## config.mk

```make
export PLATFORM = sky130hd
export DESIGN_NAME = game_controller_gen_flat
export DESIGN_NICKNAME = d
export VERILOG_FILES = /design/src/rtl/game_controller_gen_if.sv /design/src/rtl/game_controller_gen.sv /design/src/flat_wrapper.sv
export SDC_FILE = /design/constraint.sdc
export NUM_CORES = 1
export LEC_CHECK = 0
export ABC_AREA = 1
export BUFFER_PORTS_ARGS = -buffer_cell sky130_fd_sc_hd__clkbuf_2
export CAP_MARGIN = 20
export CORE_MARGIN = 2
export CORE_UTILIZATION = 40
export CTS_CLUSTER_DIAMETER = 30
export DETAILED_ROUTE_END_ITERATION = 7
export SLEW_MARGIN = 20
export SYNTH_ARGS = -nofsm -noshare
export SYNTH_HDL_FRONTEND = slang
export SYNTH_SLANG_ARGS = --single-unit
```

## constraint.sdc

```tcl
create_clock -name clk -period 2.8 [get_ports clk]
set_clock_uncertainty 0.05 [all_clocks]
set_input_delay 0.56 -clock clk [delete_from_list [all_inputs] [get_ports clk]]
set_output_delay 0.56 -clock clk [all_outputs]
set_load 0.01 [all_outputs]
```

## src/rtl/game_controller_gen_if.sv

```systemverilog
// Event, player and display bundle between the game controller and its front end/datapath.
// master = front end driving events; slave = the controller.
interface game_controller_gen_if #(
   parameter int NUM_MODES    = 3,
   parameter int SCORE_DIGITS = 2,
   parameter int PID_W        = 3,
   parameter int IDX_W        = 3,
   parameter int MISS_W       = 4
);
   localparam int MODE_W  = (NUM_MODES > 1) ? $clog2(NUM_MODES) : 1;
   localparam int SCORE_W = 4 * SCORE_DIGITS;

   logic               pwdPls;
   logic               logOn;
   logic               startPls;
   logic               loadPls;
   logic               isCorrect;
   logic               isWrong;
   logic               timeOut;
   logic [PID_W-1:0]   pIDin;
   logic               isGuestIn;
   logic [IDX_W-1:0]   indIn1;
   logic [IDX_W-1:0]   indIn2;

   logic [2:0]         controlSig;
   logic               logOut;
   logic [PID_W-1:0]   pIDout;
   logic               isGuestOut;
   logic [SCORE_W-1:0] scoreBcd;
   logic [MISS_W-1:0]  missCnt;
   logic [MODE_W-1:0]  lettNum;
   logic [3:0]         modeDisp;
   logic               scramPls;
   logic               flipPls;
   logic [IDX_W-1:0]   indOut1;
   logic [IDX_W-1:0]   indOut2;
   logic               timerEn;
   logic               timerReconfig;
   logic [SCORE_W-1:0] topScoreBcd;
   logic [PID_W-1:0]   topPid;
   logic [MODE_W-1:0]  topMode;

   modport master (
      output pwdPls, logOn, startPls, loadPls, isCorrect, isWrong, timeOut,
      output pIDin, isGuestIn, indIn1, indIn2,
      input  controlSig, logOut, pIDout, isGuestOut, scoreBcd, missCnt, lettNum, modeDisp,
      input  scramPls, flipPls, indOut1, indOut2, timerEn, timerReconfig,
      input  topScoreBcd, topPid, topMode
   );

   modport slave (
      input  pwdPls, logOn, startPls, loadPls, isCorrect, isWrong, timeOut,
      input  pIDin, isGuestIn, indIn1, indIn2,
      output controlSig, logOut, pIDout, isGuestOut, scoreBcd, missCnt, lettNum, modeDisp,
      output scramPls, flipPls, indOut1, indOut2, timerEn, timerReconfig,
      output topScoreBcd, topPid, topMode
   );
endinterface

```

## src/rtl/game_controller_gen.sv

```systemverilog
// Letter-scramble game controller: login, mode setup, timed play, score record and
// per-mode top-score browsing. Every output is registered.
//
// state      | meaning
// S_INIT     | idle/login screen, clears mode, score and misses
// S_SETUP    | mode select; load cycles modes, wraps into top-score browsing
// S_GAME     | timed play, counts correct/wrong answers
// S_RECORD   | one cycle: latch player, update top-score table
// S_GAMEOVER | show final score until start
// S_LOGOUT   | one-cycle logout pulse
// S_TOPSCORE | browse the top-score table by mode
module game_controller_gen #(
   parameter int NUM_MODES    = 3,
   parameter int SCORE_DIGITS = 2,
   parameter int PID_W        = 3,
   parameter int IDX_W        = 3,
   parameter int MAX_MISSES   = 0,
   parameter int MISS_W       = 4
) (
   input logic                  clk,
   input logic                  rst,
   game_controller_gen_if.slave bus
);
   localparam int MODE_W  = (NUM_MODES > 1) ? $clog2(NUM_MODES) : 1;
   localparam int SCORE_W = 4 * SCORE_DIGITS;
   localparam logic [SCORE_W-1:0] SCORE_MAX  = {SCORE_DIGITS{4'h9}};
   localparam logic [MODE_W-1:0]  MODE_LAST  = MODE_W'(NUM_MODES - 1);
   localparam logic [MISS_W-1:0]  MISS_LIMIT = MISS_W'(MAX_MISSES);

   localparam logic [2:0] CS_INIT  = 3'd0;
   localparam logic [2:0] CS_SETUP = 3'd1;
   localparam logic [2:0] CS_GAME  = 3'd2;
   localparam logic [2:0] CS_REC   = 3'd3;
   localparam logic [2:0] CS_TOP   = 3'd4;

   typedef enum logic [2:0] {
      S_INIT, S_SETUP, S_GAME, S_RECORD, S_GAMEOVER, S_LOGOUT, S_TOPSCORE
   } state_t;

   state_t             r_state;
   logic [MODE_W-1:0]  r_mode;
   logic [MODE_W-1:0]  r_view_idx;
   logic [2:0]         r_control_sig;
   logic               r_log_out;
   logic [PID_W-1:0]   r_pid_out;
   logic               r_guest_out;
   logic [SCORE_W-1:0] r_score;
   logic [MISS_W-1:0]  r_miss;
   logic [MODE_W-1:0]  r_lett_num;
   logic [3:0]         r_mode_disp;
   logic               r_scram_pls;
   logic               r_flip_pls;
   logic [IDX_W-1:0]   r_ind_out1;
   logic [IDX_W-1:0]   r_ind_out2;
   logic               r_timer_en;
   logic               r_timer_reconfig;
   logic [SCORE_W-1:0] r_top_score_out;
   logic [PID_W-1:0]   r_top_pid_out;
   logic [MODE_W-1:0]  r_top_mode;
   logic [SCORE_W-1:0] r_tbl_score [NUM_MODES];
   logic [PID_W-1:0]   r_tbl_pid   [NUM_MODES];

   logic [SCORE_W-1:0] w_score_inc;
   logic [MISS_W-1:0]  w_miss_inc;
   logic               w_strike;
   logic               w_new_top;
   logic [3:0]         w_mode_disp;

   function automatic logic [SCORE_W-1:0] bcd_inc(input logic [SCORE_W-1:0] v);
      logic [SCORE_W-1:0] res;
      logic               carry;
      res   = v;
      carry = 1'b1;
      for (int i = 0; i < SCORE_DIGITS; i++) begin
         if (carry) begin
            if (v[4*i +: 4] == 4'd9) begin
               res[4*i +: 4] = 4'd0;
            end else begin
               res[4*i +: 4] = v[4*i +: 4] + 4'd1;
               carry         = 1'b0;
            end
         end
      end
      return res;
   endfunction

   // BCD digits compare correctly as a plain unsigned vector.
   assign w_score_inc = (r_score == SCORE_MAX) ? r_score : bcd_inc(r_score);
   assign w_miss_inc  = (&r_miss) ? r_miss : r_miss + MISS_W'(1);
   assign w_strike    = (MAX_MISSES > 0) && (w_miss_inc == MISS_LIMIT);
   assign w_new_top   = !bus.isGuestIn && (r_score > r_tbl_score[r_mode]);
   assign w_mode_disp = 4'(r_mode) + 4'd4;

   always_ff @(posedge clk or negedge rst) begin
      if (!rst) begin
         r_state          <= S_INIT;
         r_mode           <= '0;
         r_view_idx       <= '0;
         r_control_sig    <= CS_INIT;
         r_log_out        <= 1'b0;
         r_pid_out        <= '0;
         r_guest_out      <= 1'b0;
         r_score          <= '0;
         r_miss           <= '0;
         r_lett_num       <= '0;
         r_mode_disp      <= '0;
         r_scram_pls      <= 1'b0;
         r_flip_pls       <= 1'b0;
         r_ind_out1       <= '0;
         r_ind_out2       <= '0;
         r_timer_en       <= 1'b0;
         r_timer_reconfig <= 1'b1;
         r_top_score_out  <= '0;
         r_top_pid_out    <= '0;
         r_top_mode       <= '0;
         for (int i = 0; i < NUM_MODES; i++) begin
            r_tbl_score[i] <= '0;
            r_tbl_pid[i]   <= '0;
         end
      end else begin
         r_log_out   <= 1'b0;
         r_scram_pls <= 1'b0;
         r_flip_pls  <= 1'b0;
         case (r_state)
            S_INIT: begin
               r_control_sig    <= CS_INIT;
               r_timer_en       <= 1'b0;
               r_timer_reconfig <= 1'b1;
               r_mode           <= '0;
               r_score          <= '0;
               r_miss           <= '0;
               if (bus.logOn) begin
                  r_state          <= S_SETUP;
                  r_control_sig    <= CS_SETUP;
                  r_timer_reconfig <= 1'b0;
                  r_mode_disp      <= 4'd4;
               end
            end
            S_SETUP: begin
               r_control_sig    <= CS_SETUP;
               r_timer_reconfig <= 1'b0;
               r_mode_disp      <= w_mode_disp;
               if (bus.pwdPls) begin
                  r_state   <= S_LOGOUT;
                  r_log_out <= 1'b1;
               end else if (bus.loadPls) begin
                  if (r_mode < MODE_LAST) begin
                     r_mode      <= r_mode + MODE_W'(1);
                     r_mode_disp <= w_mode_disp + 4'd1;
                  end else begin
                     r_mode          <= '0;
                     r_view_idx      <= '0;
                     r_mode_disp     <= 4'd4;
                     r_state         <= S_TOPSCORE;
                     r_control_sig   <= CS_TOP;
                     r_top_mode      <= '0;
                     r_top_score_out <= r_tbl_score[0];
                     r_top_pid_out   <= r_tbl_pid[0];
                  end
               end else if (bus.startPls) begin
                  r_lett_num    <= r_mode;
                  r_timer_en    <= 1'b1;
                  r_state       <= S_GAME;
                  r_control_sig <= CS_GAME;
               end
            end
            S_GAME: begin
               r_control_sig <= CS_GAME;
               r_scram_pls   <= bus.startPls;
               r_flip_pls    <= bus.loadPls;
               r_ind_out1    <= bus.indIn1;
               r_ind_out2    <= bus.indIn2;
               r_lett_num    <= r_mode;
               if (bus.pwdPls) begin
                  r_timer_en       <= 1'b0;
                  r_timer_reconfig <= 1'b1;
                  r_state          <= S_INIT;
                  r_control_sig    <= CS_INIT;
               end else if (bus.timeOut) begin
                  r_timer_en    <= 1'b0;
                  r_state       <= S_RECORD;
                  r_control_sig <= CS_REC;
               end else if (bus.isCorrect) begin
                  r_score <= w_score_inc;
               end else if (bus.isWrong) begin
                  r_miss <= w_miss_inc;
                  if (w_strike) begin
                     r_timer_en    <= 1'b0;
                     r_state       <= S_RECORD;
                     r_control_sig <= CS_REC;
                  end
               end
            end
            S_RECORD: begin
               r_control_sig <= CS_REC;
               r_pid_out     <= bus.pIDin;
               r_guest_out   <= bus.isGuestIn;
               if (w_new_top) begin
                  r_tbl_score[r_mode] <= r_score;
                  r_tbl_pid[r_mode]   <= bus.pIDin;
               end
               r_state <= S_GAMEOVER;
            end
            S_GAMEOVER: begin
               r_control_sig <= CS_REC;
               if (bus.startPls) begin
                  r_state          <= S_INIT;
                  r_control_sig    <= CS_INIT;
                  r_timer_reconfig <= 1'b1;
               end
            end
            S_LOGOUT: begin
               r_state          <= S_INIT;
               r_control_sig    <= CS_INIT;
               r_timer_reconfig <= 1'b1;
            end
            S_TOPSCORE: begin
               r_control_sig   <= CS_TOP;
               r_top_mode      <= r_view_idx;
               r_top_score_out <= r_tbl_score[r_view_idx];
               r_top_pid_out   <= r_tbl_pid[r_view_idx];
               if (bus.loadPls) begin
                  r_state          <= S_INIT;
                  r_control_sig    <= CS_INIT;
                  r_timer_reconfig <= 1'b1;
               end else if (bus.startPls) begin
                  r_view_idx <= (r_view_idx == MODE_LAST) ? '0 : r_view_idx + MODE_W'(1);
               end
            end
            default: begin
               r_state          <= S_INIT;
               r_control_sig    <= CS_INIT;
               r_timer_en       <= 1'b0;
               r_timer_reconfig <= 1'b1;
            end
         endcase
      end
   end

   assign bus.controlSig    = r_control_sig;
   assign bus.logOut        = r_log_out;
   assign bus.pIDout        = r_pid_out;
   assign bus.isGuestOut    = r_guest_out;
   assign bus.scoreBcd      = r_score;
   assign bus.missCnt       = r_miss;
   assign bus.lettNum       = r_lett_num;
   assign bus.modeDisp      = r_mode_disp;
   assign bus.scramPls      = r_scram_pls;
   assign bus.flipPls       = r_flip_pls;
   assign bus.indOut1       = r_ind_out1;
   assign bus.indOut2       = r_ind_out2;
   assign bus.timerEn       = r_timer_en;
   assign bus.timerReconfig = r_timer_reconfig;
   assign bus.topScoreBcd   = r_top_score_out;
   assign bus.topPid        = r_top_pid_out;
   assign bus.topMode       = r_top_mode;
endmodule
```

## src/flat_wrapper.sv

```systemverilog
// flat-port wrapper written by rule: the top's interface ports become plain ports
module game_controller_gen_flat 
#(
   parameter int NUM_MODES    = 3,
   parameter int SCORE_DIGITS = 2,
   parameter int PID_W        = 3,
   parameter int IDX_W        = 3,
   parameter int MAX_MISSES   = 0,
   parameter int MISS_W       = 4
)
  (clk, rst, bus_pwdPls, bus_logOn, bus_startPls, bus_loadPls, bus_isCorrect, bus_isWrong, bus_timeOut, bus_pIDin, bus_isGuestIn, bus_indIn1, bus_indIn2, bus_controlSig, bus_logOut, bus_pIDout, bus_isGuestOut, bus_scoreBcd, bus_missCnt, bus_lettNum, bus_modeDisp, bus_scramPls, bus_flipPls, bus_indOut1, bus_indOut2, bus_timerEn, bus_timerReconfig, bus_topScoreBcd, bus_topPid, bus_topMode);
  game_controller_gen_if #(.NUM_MODES(NUM_MODES), .SCORE_DIGITS(SCORE_DIGITS), .PID_W(PID_W), .IDX_W(IDX_W), .MISS_W(MISS_W)) bus_i ();
  input logic clk;
  input logic rst;
  input wire logic [$bits(bus_i.pwdPls)-1:0] bus_pwdPls;
  input wire logic [$bits(bus_i.logOn)-1:0] bus_logOn;
  input wire logic [$bits(bus_i.startPls)-1:0] bus_startPls;
  input wire logic [$bits(bus_i.loadPls)-1:0] bus_loadPls;
  input wire logic [$bits(bus_i.isCorrect)-1:0] bus_isCorrect;
  input wire logic [$bits(bus_i.isWrong)-1:0] bus_isWrong;
  input wire logic [$bits(bus_i.timeOut)-1:0] bus_timeOut;
  input wire logic [$bits(bus_i.pIDin)-1:0] bus_pIDin;
  input wire logic [$bits(bus_i.isGuestIn)-1:0] bus_isGuestIn;
  input wire logic [$bits(bus_i.indIn1)-1:0] bus_indIn1;
  input wire logic [$bits(bus_i.indIn2)-1:0] bus_indIn2;
  output wire logic [$bits(bus_i.controlSig)-1:0] bus_controlSig;
  output wire logic [$bits(bus_i.logOut)-1:0] bus_logOut;
  output wire logic [$bits(bus_i.pIDout)-1:0] bus_pIDout;
  output wire logic [$bits(bus_i.isGuestOut)-1:0] bus_isGuestOut;
  output wire logic [$bits(bus_i.scoreBcd)-1:0] bus_scoreBcd;
  output wire logic [$bits(bus_i.missCnt)-1:0] bus_missCnt;
  output wire logic [$bits(bus_i.lettNum)-1:0] bus_lettNum;
  output wire logic [$bits(bus_i.modeDisp)-1:0] bus_modeDisp;
  output wire logic [$bits(bus_i.scramPls)-1:0] bus_scramPls;
  output wire logic [$bits(bus_i.flipPls)-1:0] bus_flipPls;
  output wire logic [$bits(bus_i.indOut1)-1:0] bus_indOut1;
  output wire logic [$bits(bus_i.indOut2)-1:0] bus_indOut2;
  output wire logic [$bits(bus_i.timerEn)-1:0] bus_timerEn;
  output wire logic [$bits(bus_i.timerReconfig)-1:0] bus_timerReconfig;
  output wire logic [$bits(bus_i.topScoreBcd)-1:0] bus_topScoreBcd;
  output wire logic [$bits(bus_i.topPid)-1:0] bus_topPid;
  output wire logic [$bits(bus_i.topMode)-1:0] bus_topMode;
  assign bus_i.pwdPls = bus_pwdPls;
  assign bus_i.logOn = bus_logOn;
  assign bus_i.startPls = bus_startPls;
  assign bus_i.loadPls = bus_loadPls;
  assign bus_i.isCorrect = bus_isCorrect;
  assign bus_i.isWrong = bus_isWrong;
  assign bus_i.timeOut = bus_timeOut;
  assign bus_i.pIDin = bus_pIDin;
  assign bus_i.isGuestIn = bus_isGuestIn;
  assign bus_i.indIn1 = bus_indIn1;
  assign bus_i.indIn2 = bus_indIn2;
  assign bus_controlSig = bus_i.controlSig;
  assign bus_logOut = bus_i.logOut;
  assign bus_pIDout = bus_i.pIDout;
  assign bus_isGuestOut = bus_i.isGuestOut;
  assign bus_scoreBcd = bus_i.scoreBcd;
  assign bus_missCnt = bus_i.missCnt;
  assign bus_lettNum = bus_i.lettNum;
  assign bus_modeDisp = bus_i.modeDisp;
  assign bus_scramPls = bus_i.scramPls;
  assign bus_flipPls = bus_i.flipPls;
  assign bus_indOut1 = bus_i.indOut1;
  assign bus_indOut2 = bus_i.indOut2;
  assign bus_timerEn = bus_i.timerEn;
  assign bus_timerReconfig = bus_i.timerReconfig;
  assign bus_topScoreBcd = bus_i.topScoreBcd;
  assign bus_topPid = bus_i.topPid;
  assign bus_topMode = bus_i.topMode;
  game_controller_gen #(.NUM_MODES(NUM_MODES), .SCORE_DIGITS(SCORE_DIGITS), .PID_W(PID_W), .IDX_W(IDX_W), .MAX_MISSES(MAX_MISSES), .MISS_W(MISS_W)) u_core (.clk(clk), .rst(rst), .bus(bus_i));
endmodule
```

==> flow_metrics.tcl, run 1 <==
set metrics [dict create \
    status "completed" \
    setup_viol 0 \
    finalWirelength_um 11100 \
    placed_cells 745 \
    ys_ff_latch 89 \
    postRouteAntennaNets 0 \
    synth_xor_xnor_area_share_pct 0.589 \
    regToRegSetupSlack_ns 0.25 \
    cts_num_sinks 89 \
    portBuffers 67 \
    timing.rr.start "u_core.r_mode[1]" \
    finalCritPeriodShare_pct 91.2 \
    die_x_um 110 \
    clock_path_buffers 2 \
    cts_setup_buffers 0 \
    grt_pass1_wl_um 18400 \
    overflow 0 \
    yosysUniqueCellTypes 33 \
    hpwl_um 7960 \
    holdBufCountCts 0 \
    num_vias 3943 \
    final_util_pct 48.2 \
    r2r_cells 13 \
    p_leak_nw 2.74 \
    rows 38 \
    synth_top_family_by_area "simple AND/OR/NAND/NOR gates" \
    synth_top_area_share_pct 49.3 \
    syn-cell-area_um2 4460 \
    ys_seq_area_share_pct 49.9 \
    synth-compound-area-share_pct 9.53 \
    routed_via_density 5.18 \
    fin_crit_ns 2.55 \
    critical_path_class "flop to flop" \
    worst_setup_path_end_kind "flop" \
    fmax_mhz 392 \
    final-hold-violation-count 0 \
    timing.max_cap.violations 0 \
    syn_inst 548 \
    synthTopCellsByArea "dfrtp_1, nand2_1, nand4_1, o21ai_0, nand3_1" \
    syn-num-nets 580 \
    core_um2 10900 \
    grt_usage_pct 19.9 \
    topRoutingLayerUsed "met4" \
    final_max_slew_viol_count 0 \
    tns_ns 0 \
    cp_data_arrival_time_ns 2.75 \
    die_area_um2 12000 \
    antenna_found_initial 0 \
    startpoint_type "flop" \
    tightest_slew_ns 0.624 \
    path_clk_slew_ns 0.08 \
    fin_nets 648 \
    diodes 0 \
    yosys.area_share.simple_pct 30.0 \
    wl_per_cell_um 14.6 \
    layout_commonest_cell "nand2_1" \
    drive_above_1_share_pct 17.9 \
    synth_warnings 0 \
    root_buffer "clkbuf_8" \
    grt_max_degree 46 \
    final_cell_mix "nand2_1, dfrtp_1, clkbuf_2, o21ai_0, nand4_1" \
    cts_buffers 9 \
    synth_area_leader_cell "dfrtp_1" \
    area_growth_pct 17.6 \
    worst_ep_required_time_ns 3.00 \
    drc 0 \
    wl_met1_um 5420 \
    maxSlewHeadroom_pct 58.3 \
    rsz0062_at_grt "no" \
    worstHoldPathType "input pin to async pin" \
    peakVddDrop_uv 423 \
    die_height_um 110 \
    first_global_vias 3712 \
    cts_tree "yes" \
    start_util_pct 41.0 \
    stdcell_area_um2 5250 \
    synth_fa_ha_area_share_pct 3.64 \
    htreeDepth 3 \
    worst-path-max-fanout 20 \
    clock_latency_ns 0.37 \
    drt_iter0_drc 277 \
    p_per_area_nw_per_um2 874 \
    gp_congestion 0.886 \
    io_pins 68 \
    dr.pass1.iters 5 \
    place_area_um2 5010 \
    final_cells 761 \
    synth.avg_cell_area_um2 8.15 \
    regToRegEndpoint "u_core.r_tbl_score[6]" \
    dr_wl_met3_um 522 \
    muxShareOfSynthArea_pct 0.757 \
    met2WireLength_um 4940 \
]
-- cell usage after synthesis --
library cell	instances
a21o_1	1
a21oi_1	12
a221oi_1	1
a22o_1	6
a31oi_1	2
and2_1	1
buf_2	8
buf_4	3
buf_6	1
clkbuf_1	12
clkinv_1	1
dfrtp_1	88
dfstp_2	1
ha_1	13
inv_1	34
mux2_2	3
nand2_1	188
nand2_2	1
nand3_1	34
nand3_2	1
nand3_4	1
nand3b_1	1
nand4_1	42
nor2_1	31
nor3_4	1
o21a_1	1
o21ai_0	51
o21ai_1	1
o21bai_1	1
o221ai_1	1
or2_1	1
or2_2	2
xor2_1	3
-- per-layer routing --
layer  vias to the layer above  track usage, %
li1                       1967               -
met1                      1850            28.7
met2                       110            30.2
met3                        16            2.79
met4                         0            8.23
met5                         -               0
-- logic make-up after synthesis --
logic type,Yosys count
buffers and inverters,59
multiplexers,3
XOR/XNOR,3
AND/OR/NAND/NOR,304
flip-flops,89
adder cells (fa/ha/maj),13
AO/OA/AOI/OAI,77
-- where the power goes --
| group | total, mW | switching (mW) | internal [mW] |
|---|---|---|---|
| Combinational | 1.86 | 1.23 | 0.635 |
| Clock | 0.916 | 0.455 | 0.462 |
| Sequential | 1.81 | 0.213 | 1.60 |
-- layout make-up --
class,count,area (um2)
fill,1095,5640
timing repair buffer,81,497
inverter,35,131
tap,140,175
multi-input combinational,400,2010
clock inverter,4,51.3
clock buffer,12,155
sequential,89,2230
-- critical path: stages (launching register included) --
cell and delay (ns):
dfrtp_1 0.44, nor2_1 0.17, buf_4 0.29, a22o_1 0.18
a21oi_1 0.07, ha_1 0.30, nand2_1 0.06, nor2_1 0.12
nand2_1 0.06, nand2_1 0.06, clkinv_1 0.20, buf_4 0.27
nand4_1 0.10, nand2_1 0.06
-- metrics by stage --
| step | hold WS (ns) | power, mW | setup slack [ns] |
|---|---|---|---|
| after floorplan | 0.214 | 2.95 | 0.440 |
| after global placement | 0.404 | 3.63 | 0.110 |
| after detailed placement | 0.403 | 3.65 | 0.107 |
| after CTS | 0.161 | 4.57 | 0.0902 |
| after global routing | 0.183 | 4.94 | 0.0241 |
| final | 0.139 | 4.59 | 0.248 |
-- registers in the layout (all words and copies together) (netlist names), 3 cells and up --
| signal | cells |
|---|---|
| u_core.bus.controlSig | 3 |
| u_core.bus.indOut1 | 3 |
| u_core.bus.indOut2 | 3 |
| u_core.bus.missCnt | 4 |
| u_core.bus.modeDisp | 4 |
| u_core.bus.pIDout | 3 |
| u_core.bus.scoreBcd | 8 |
| u_core.bus.topPid | 3 |
| u_core.bus.topScoreBcd | 8 |
| u_core.r_state | 3 |
| u_core.r_tbl_pid | 9 |
| u_core.r_tbl_score | 24 |
-- worst max-delay path by stage --
stage | cells past startpoint | from | slack (ns) | to
4_1_cts | 15 | u_core.r_mode[0] | 0.09 | u_core.r_tbl_score[19]
2_1_floorplan | 12 | u_core.r_mode[1] | 0.44 | u_core.r_tbl_score[1]
3_5_place_dp | 15 | u_core.r_mode[0] | 0.11 | u_core.r_tbl_score[22]
3_3_place_gp | 13 | u_core.r_mode[1] | 0.11 | u_core.r_tbl_score[23]
5_1_grt | 13 | u_core.r_mode[1] | 0.02 | u_core.r_tbl_score[3]
6_report | 13 | u_core.r_mode[1] | 0.25 | u_core.r_tbl_score[6]
-- timing repair --
| item | 4_1_cts | 5_1_grt |
|---|---|---|
| gates resized for setup | 0 | 7 |
| setup endpoints to repair | 0 | 30 |
| hold endpoints to repair | 0 | 0 |
(Power assumes the default switching activity.)
==> run 2, diff against run 1 <==
--- a/config.mk
+++ b/config.mk
@@ -5,13 +5,13 @@
 export SDC_FILE = /design/constraint.sdc
 export NUM_CORES = 1
 export LEC_CHECK = 0
-export ABC_AREA = 1
 export BUFFER_PORTS_ARGS = -buffer_cell sky130_fd_sc_hd__clkbuf_2
 export CAP_MARGIN = 20
 export CORE_MARGIN = 2
 export CORE_UTILIZATION = 40
 export CTS_CLUSTER_DIAMETER = 30
 export DETAILED_ROUTE_END_ITERATION = 7
+export HOLD_SLACK_MARGIN = 0.12
 export SLEW_MARGIN = 20
 export SYNTH_ARGS = -nofsm -noshare
 export SYNTH_HDL_FRONTEND = slang
==> flow_metrics.tcl, run 2 <==
set metrics [dict create \
    drt_iter0_drc 148 \
    fin_nets 520 \
    die_x_um 109 \
    worstHoldPathType "input pin to async pin" \
    syn-num-nets 453 \
    grt_usage_pct 19.4 \
    regToRegSetupSlack_ns 0.22 \
    final_max_slew_viol_count 0 \
    root_buffer "clkbuf_8" \
    power_switching_share_pct 36.9 \
    setup_viol 0 \
    status "completed" \
    first_global_vias 3487 \
    startpoint_type "flop" \
    yosysMostFrequentCell "dfrtp_1" \
    pwr-share-seq_pct 44.4 \
    worst-path-max-fanout 12 \
    synth_top_flop_cell "dfrtp_1" \
    path_clk_slew_ns 0.08 \
    cts_buffers 9 \
    synthArstFlopShare_pct 100 \
    yosysUniqueCellTypes 55 \
    synth_warnings 0 \
    maxSlewHeadroom_pct 59.9 \
    die_area_um2 11900 \
    core_um2 10800 \
    clock_path_buffers 2 \
    cts_setup_buffers 0 \
    hpwl_um 7580 \
    diodes 0 \
    worst_ep_required_time_ns 2.98 \
    layout_commonest_cell "dfrtp_1" \
    largest_reg_flops 24 \
    power_frac_comb_pct 35.0 \
    final-hold-violation-count 0 \
    p_leak_nw 2.43 \
    antenna_found_initial 0 \
    area_growth_pct 16.2 \
    power.share.clock_pct 20.6 \
    fin_crit_ns 2.58 \
    place_area_um2 4940 \
    synth.avg_cell_area_um2 10.5 \
    syn_inst 421 \
    portBuffers 67 \
    finalCritPeriodShare_pct 92.3 \
    internal_power_mw 2.73 \
    tightest_slew_ns 0.595 \
    final_util_pct 47.6 \
    timing.max_cap.violations 0 \
    synth_top_area_share_pct 49.8 \
    grt_max_degree 53 \
    cts_num_sinks 89 \
    critical_path_class "flop to flop" \
    stdcell_area_um2 5140 \
    drive_above_1_share_pct 28.7 \
    top_regs "u_core.r_tbl_score x24, u_core.r_tbl_pid x9" \
    slowest_stage "dfrtp_4" \
    p_sw_mw 1.59 \
    hold_ws_ns 0.124 \
    clock_latency_ns 0.35 \
    peakVddDrop_uv 340 \
    num_vias 3483 \
    tns_ns 0 \
    synth_edf_count 0 \
    fillerInstances 1053 \
    fmax_mhz 387 \
    regMostFlops "u_core.r_tbl_score" \
    p_per_area_nw_per_um2 841 \
    cts_tree "yes" \
    ys_ff_latch 89 \
    gp_congestion 0.890 \
    wl_per_cell_um 16.6 \
    dr.pass1.iters 4 \
    io_pins 68 \
    cp_cell_sequence "nor2_4, a21oi_1, ha_1, nor2b_1, o211ai_1, a21oi_1, o211ai_1, buf_4, mux2_2" \
    cpPeakStageDelay_ns 0.58 \
    met2WireLength_um 5230 \
    cp_data_arrival_time_ns 2.77 \
    wl_met1_um 4650 \
    final_cell_mix "dfrtp_1, clkbuf_2, nor2_1, mux2_2, a21oi_1" \
    synth_area_leader_cell "dfrtp_1" \
    dr_wl_met3_um 324 \
    power.total_mw 4.32 \
    rows 38 \
    finalWirelength_um 10500 \
    drc 0 \
    overflow 0 \
    grt_pass1_wl_um 17700 \
    postRouteAntennaNets 0 \
    die_height_um 109 \
    synthTopCellsByCount "dfrtp_1, nor2_1, mux2_2, a21oi_1, nand2_1" \
    routed_via_density 5.51 \
    ys_seq_area_share_pct 50.4 \
    worst_setup_path_end_kind "flop" \
    topRoutingLayerUsed "met4" \
    holdBufCountCts 0 \
    syn-cell-area_um2 4420 \
    start_util_pct 41.0 \
    rsz0062_at_grt "no" \
    synthTopCellsByArea "dfrtp_1, mux2_2, a21oi_1, ha_1, nor2_1" \
    htreeDepth 3 \
]
-- run 2: logic make-up after synthesis --
group,Yosys count,share of synthesized area [%]
XOR/XNOR,4,0.792
buffers and inverters,36,3.45
AND/OR/NAND/NOR,122,13.9
AO/OA/AOI/OAI,102,14.1
multiplexers,55,13.7
flip-flops,89,50.4
adder cells (fa/ha/maj),13,3.68
-- run 2: critical path: cells and delay by family (launching register included) --
| kind | cells | cell delay [ns] |
|---|---|---|
| buffers and inverters | 1 | 0.24 |
| and+or+nand+nor | 2 | 0.36 |
| adders and majority gates | 1 | 0.29 |
| DFF | 1 | 0.58 |
| muxes | 1 | 0.36 |
| AOI/OAI and AO/OA | 4 | 0.59 |
-- run 2: through the flow --
stage | cells | worst slack (ns)
5_1_grt | 632 | 0.0342
6_report | 632 | 0.216
3_3_place_gp | 617 | 0.0828
4_1_cts | 632 | 0.172
3_5_place_dp | 617 | 0.00980
2_1_floorplan | 421 | 0.257
-- run 2: area by class of cell --
type	instances	area, um2	share of cell area (%)
Clock inverter	3	40.0	0.779
Clock buffer	12	155	3.02
Inverter	13	48.8	0.949
Timing Repair Buffer	79	440	8.57
Sequential cell	89	2230	43.4
Multi-Input combinational cell	296	2050	39.8
Tap cell	140	175	3.41
-- run 2: final timing paths --
path,end,from,cells after the start
max,u_core.r_tbl_pid[0],u_core.r_mode[0],9
min,u_core.bus.modeDisp[2],rst,1
max reg2reg,u_core.r_tbl_pid[0],u_core.r_mode[0],9
min reg2reg,u_core.bus.modeDisp[2],u_core.bus.modeDisp[2],1
max in group asynchronous,u_core.bus.scoreBcd[6],rst,2
min in group clk,u_core.bus.indOut2[0],bus_indIn2[0],2
-- run 2: timing repair --
item                       in CTS  in global routing
resized for setup               2                  1
cloned                          0                  0
setup endpoints to repair       2                  3
-- run 2: layer usage --
| metal | vias to the layer above | global-route usage (%) |
|---|---|---|
| li1 | 1639 | - |
| met3 | 19 | 2.87 |
| met4 | 0 | 8.50 |
| met2 | 69 | 31.9 |
| met1 | 1756 | 25.4 |
| met5 | - | 0 |
-- run 2: power groups by stage --
stage	clock (mW)	combinational [mW]	sequential, mW
after floorplan	0	0.987	1.92
after global placement	0	1.49	1.92
after detailed placement	0	1.53	1.94
after CTS	0.924	1.53	1.92
after global routing	0.977	1.72	1.98
final	0.890	1.51	1.92
==> run 3, diff against run 2 <==
--- a/config.mk
+++ b/config.mk
@@ -5,7 +5,7 @@
 export SDC_FILE = /design/constraint.sdc
 export NUM_CORES = 1
 export LEC_CHECK = 0
-export BUFFER_PORTS_ARGS = -buffer_cell sky130_fd_sc_hd__clkbuf_2
+export BUFFER_PORTS_ARGS = -buffer_cell sky130_fd_sc_hd__buf_2
 export CAP_MARGIN = 20
 export CORE_MARGIN = 2
 export CORE_UTILIZATION = 40
@@ -16,3 +16,4 @@
 export SYNTH_ARGS = -nofsm -noshare
 export SYNTH_HDL_FRONTEND = slang
 export SYNTH_SLANG_ARGS = --single-unit
+export TNS_END_PERCENT = 1
==> constraint.sdc (replaced) <==
create_clock -name clk -period 2.8 [get_ports clk]
set_clock_uncertainty 0.05 [all_clocks]
set_input_delay 0.56 -clock clk [delete_from_list [all_inputs] [get_ports clk]]
set_output_delay 0.56 -clock clk [all_outputs]
set_load 0.1 [all_outputs]
==> flow_metrics.tcl, run 3 (same netlist as run 2, synthesis figures left out) <==
set metrics [dict create \
    status "completed" \
    grt_usage_pct 18.9 \
    met2_usage_pct 30.9 \
    final_cell_mix "dfrtp_1, buf_2, nor2_1, mux2_2, a21oi_1" \
    root_buffer "clkbuf_8" \
    die_area_um2 11900 \
    regToRegEndpoint "u_core.r_tbl_score[11]" \
    hold_ws_ns 0.118 \
    power_frac_comb_pct 53.1 \
    diodes 0 \
    die_x_um 109 \
    drt_iter0_drc 186 \
    clock_latency_ns 0.36 \
    internal_power_mw 2.73 \
    fin_nets 520 \
    critical_path_class "flop to flop" \
    grt_util_met3_pct 4.00 \
    fin_ws_ns 0.184 \
    final_max_slew_viol_count 0 \
    regToRegSetupSlack_ns 0.18 \
    area_growth_pct 16.1 \
    cts_num_sinks 89 \
    peakVddDrop_uv 903 \
    grt_pass1_wl_um 17200 \
    drive_above_1_share_pct 28.7 \
    setup_viol 0 \
    final-hold-violation-count 0 \
    start_util_pct 41.0 \
    regMostFlops "u_core.r_tbl_score" \
    cts_setup_buffers 0 \
    worst-path-max-fanout 12 \
    fillerInstances 1021 \
    power_switching_share_pct 54.3 \
    cpLargestDelayFamily "compound AO/OA/AOI/OAI gates" \
    maxSlewHeadroom_pct 62.4 \
    path_clk_slew_ns 0.08 \
    fmax_mhz 382 \
    worst_ep_required_time_ns 3.00 \
    busiest_layer "met2" \
    startpoint "u_core.r_mode[0]" \
    antenna_found_initial 0 \
    num_vias 3440 \
    tightest_slew_ns 0.563 \
    slowest_stage "dfrtp_2" \
    cp_data_arrival_time_ns 2.81 \
    cts_tree "yes" \
    portBuffers 67 \
    hpwl_um 7500 \
    finalCritPeriodShare_pct 93.4 \
    timing.rr.start "u_core.r_mode[0]" \
    pre_cts_ws_ns -0.00000155 \
    dr.pass1.iters 4 \
    top_regs "u_core.r_tbl_score x24, u_core.r_tbl_pid x9" \
    postRouteAntennaNets 0 \
    wl_per_cell_um 16.6 \
    cp_cell_sequence "mux2i_1, nor2_1, a21oi_1, ha_1, nor2b_1, o211ai_1, a21oi_1, o211ai_1, buf_4, mux2_2" \
    p_per_area_nw_per_um2 1160 \
    worst_setup_path_end_kind "flop" \
    routed_via_density 5.44 \
    rows 38 \
    crit_cells 10 \
    first_global_vias 3486 \
    power.share.clock_pct 14.9 \
    worstSetupEndpoint "u_core.r_tbl_score[11]" \
    die_height_um 109 \
    drc 0 \
    clock_path_buffers 2 \
    path_buf_inv 1 \
    fin_crit_ns 2.62 \
    rsz0062_at_grt "no" \
    gp_congestion 0.939 \
    htreeDepth 3 \
    io_pins 68 \
    r2r_cells 10 \
    finalWirelength_um 10500 \
    p_leak_nw 2.43 \
    grt_max_degree 53 \
    timing.max_cap.violations 0 \
    use_met1_pct 23.9 \
    worstHoldPathType "input pin to async pin" \
    pwr-share-seq_pct 32.0 \
    largest_reg_flops 24 \
    startpoint_type "flop" \
    cts_buffers 9 \
    power.total_mw 5.97 \
    overflow 0 \
    p_sw_mw 3.24 \
    layout_commonest_cell "dfrtp_1" \
    core_um2 10800 \
    cpPeakStageDelay_ns 0.59 \
    holdBufCountCts 0 \
]
## run 3: cell types whose count changed in the layout (fill, tap and decap cells not counted)
cell      delta
dfrtp_4      -1
buf_2       +66
clkbuf_2    -66
dfrtp_2      +1
## run 3: power groups by stage
| stage | sequential (mW) | combinational, mW | clock [mW] |
|---|---|---|---|
| after detailed placement | 1.93 | 3.18 | 0 |
| after floorplan | 3.55 | 0.991 | 0 |
| final | 1.91 | 3.17 | 0.891 |
| after CTS | 1.91 | 3.19 | 0.921 |
| after global placement | 1.91 | 3.15 | 0 |
| after global routing | 1.96 | 3.37 | 0.983 |
## run 3: area by class of cell
class                      instances  area, um2  share of cell area, %
clock buffer                      12        155                   3.02
clock inverter                     3       40.0                  0.779
inverter                          13       48.8                  0.950
multi-input combinational        296       2050                   39.9
sequential                        89       2230                   43.4
tap                              140        175                   3.41
timing repair buffer              79        440                   8.57
## run 3: metrics by stage
| stage | TNS (ns) | util (%) | area, um2 | instances |
|---|---|---|---|---|
| 2_1_floorplan | 0 | - | 4420 | 421 |
| 3_3_place_gp | 0 | 45.7 | 4940 | 617 |
| 3_5_place_dp | -0.00000155 | 45.7 | 4940 | 617 |
| 4_1_cts | 0 | 47.6 | 5140 | 632 |
| 5_1_grt | 0 | 47.6 | 5140 | 632 |
| 6_report | 0 | 47.6 | 5140 | 632 |
## run 3: worst min-delay path by stage
stage,startpoint,endpoint,cells past startpoint
after floorplan,rst,u_core.bus.controlSig[0],0
after detailed placement,u_core.bus.modeDisp[2],u_core.bus.modeDisp[2],1
final,rst,u_core.bus.lettNum[1],1
after CTS,rst,u_core.r_tbl_score[1],1
after global placement,u_core.bus.modeDisp[2],u_core.bus.modeDisp[2],1
after global routing,rst,u_core.bus.controlSig[0],1
## run 3: repair_timing
item	CTS	global route
endpoints found under the setup margin	2	0
gates resized for setup	2	0
endpoints found under the hold margin	0	0
## run 3: layer usage
layer	wire length, um	vias up	share of wire (%)
li1	-	1636	-
met1	4610	1701	44
met2	5180	83	49
met3	468	20	4.5
met4	237	0	2.3
met5	0	-	0
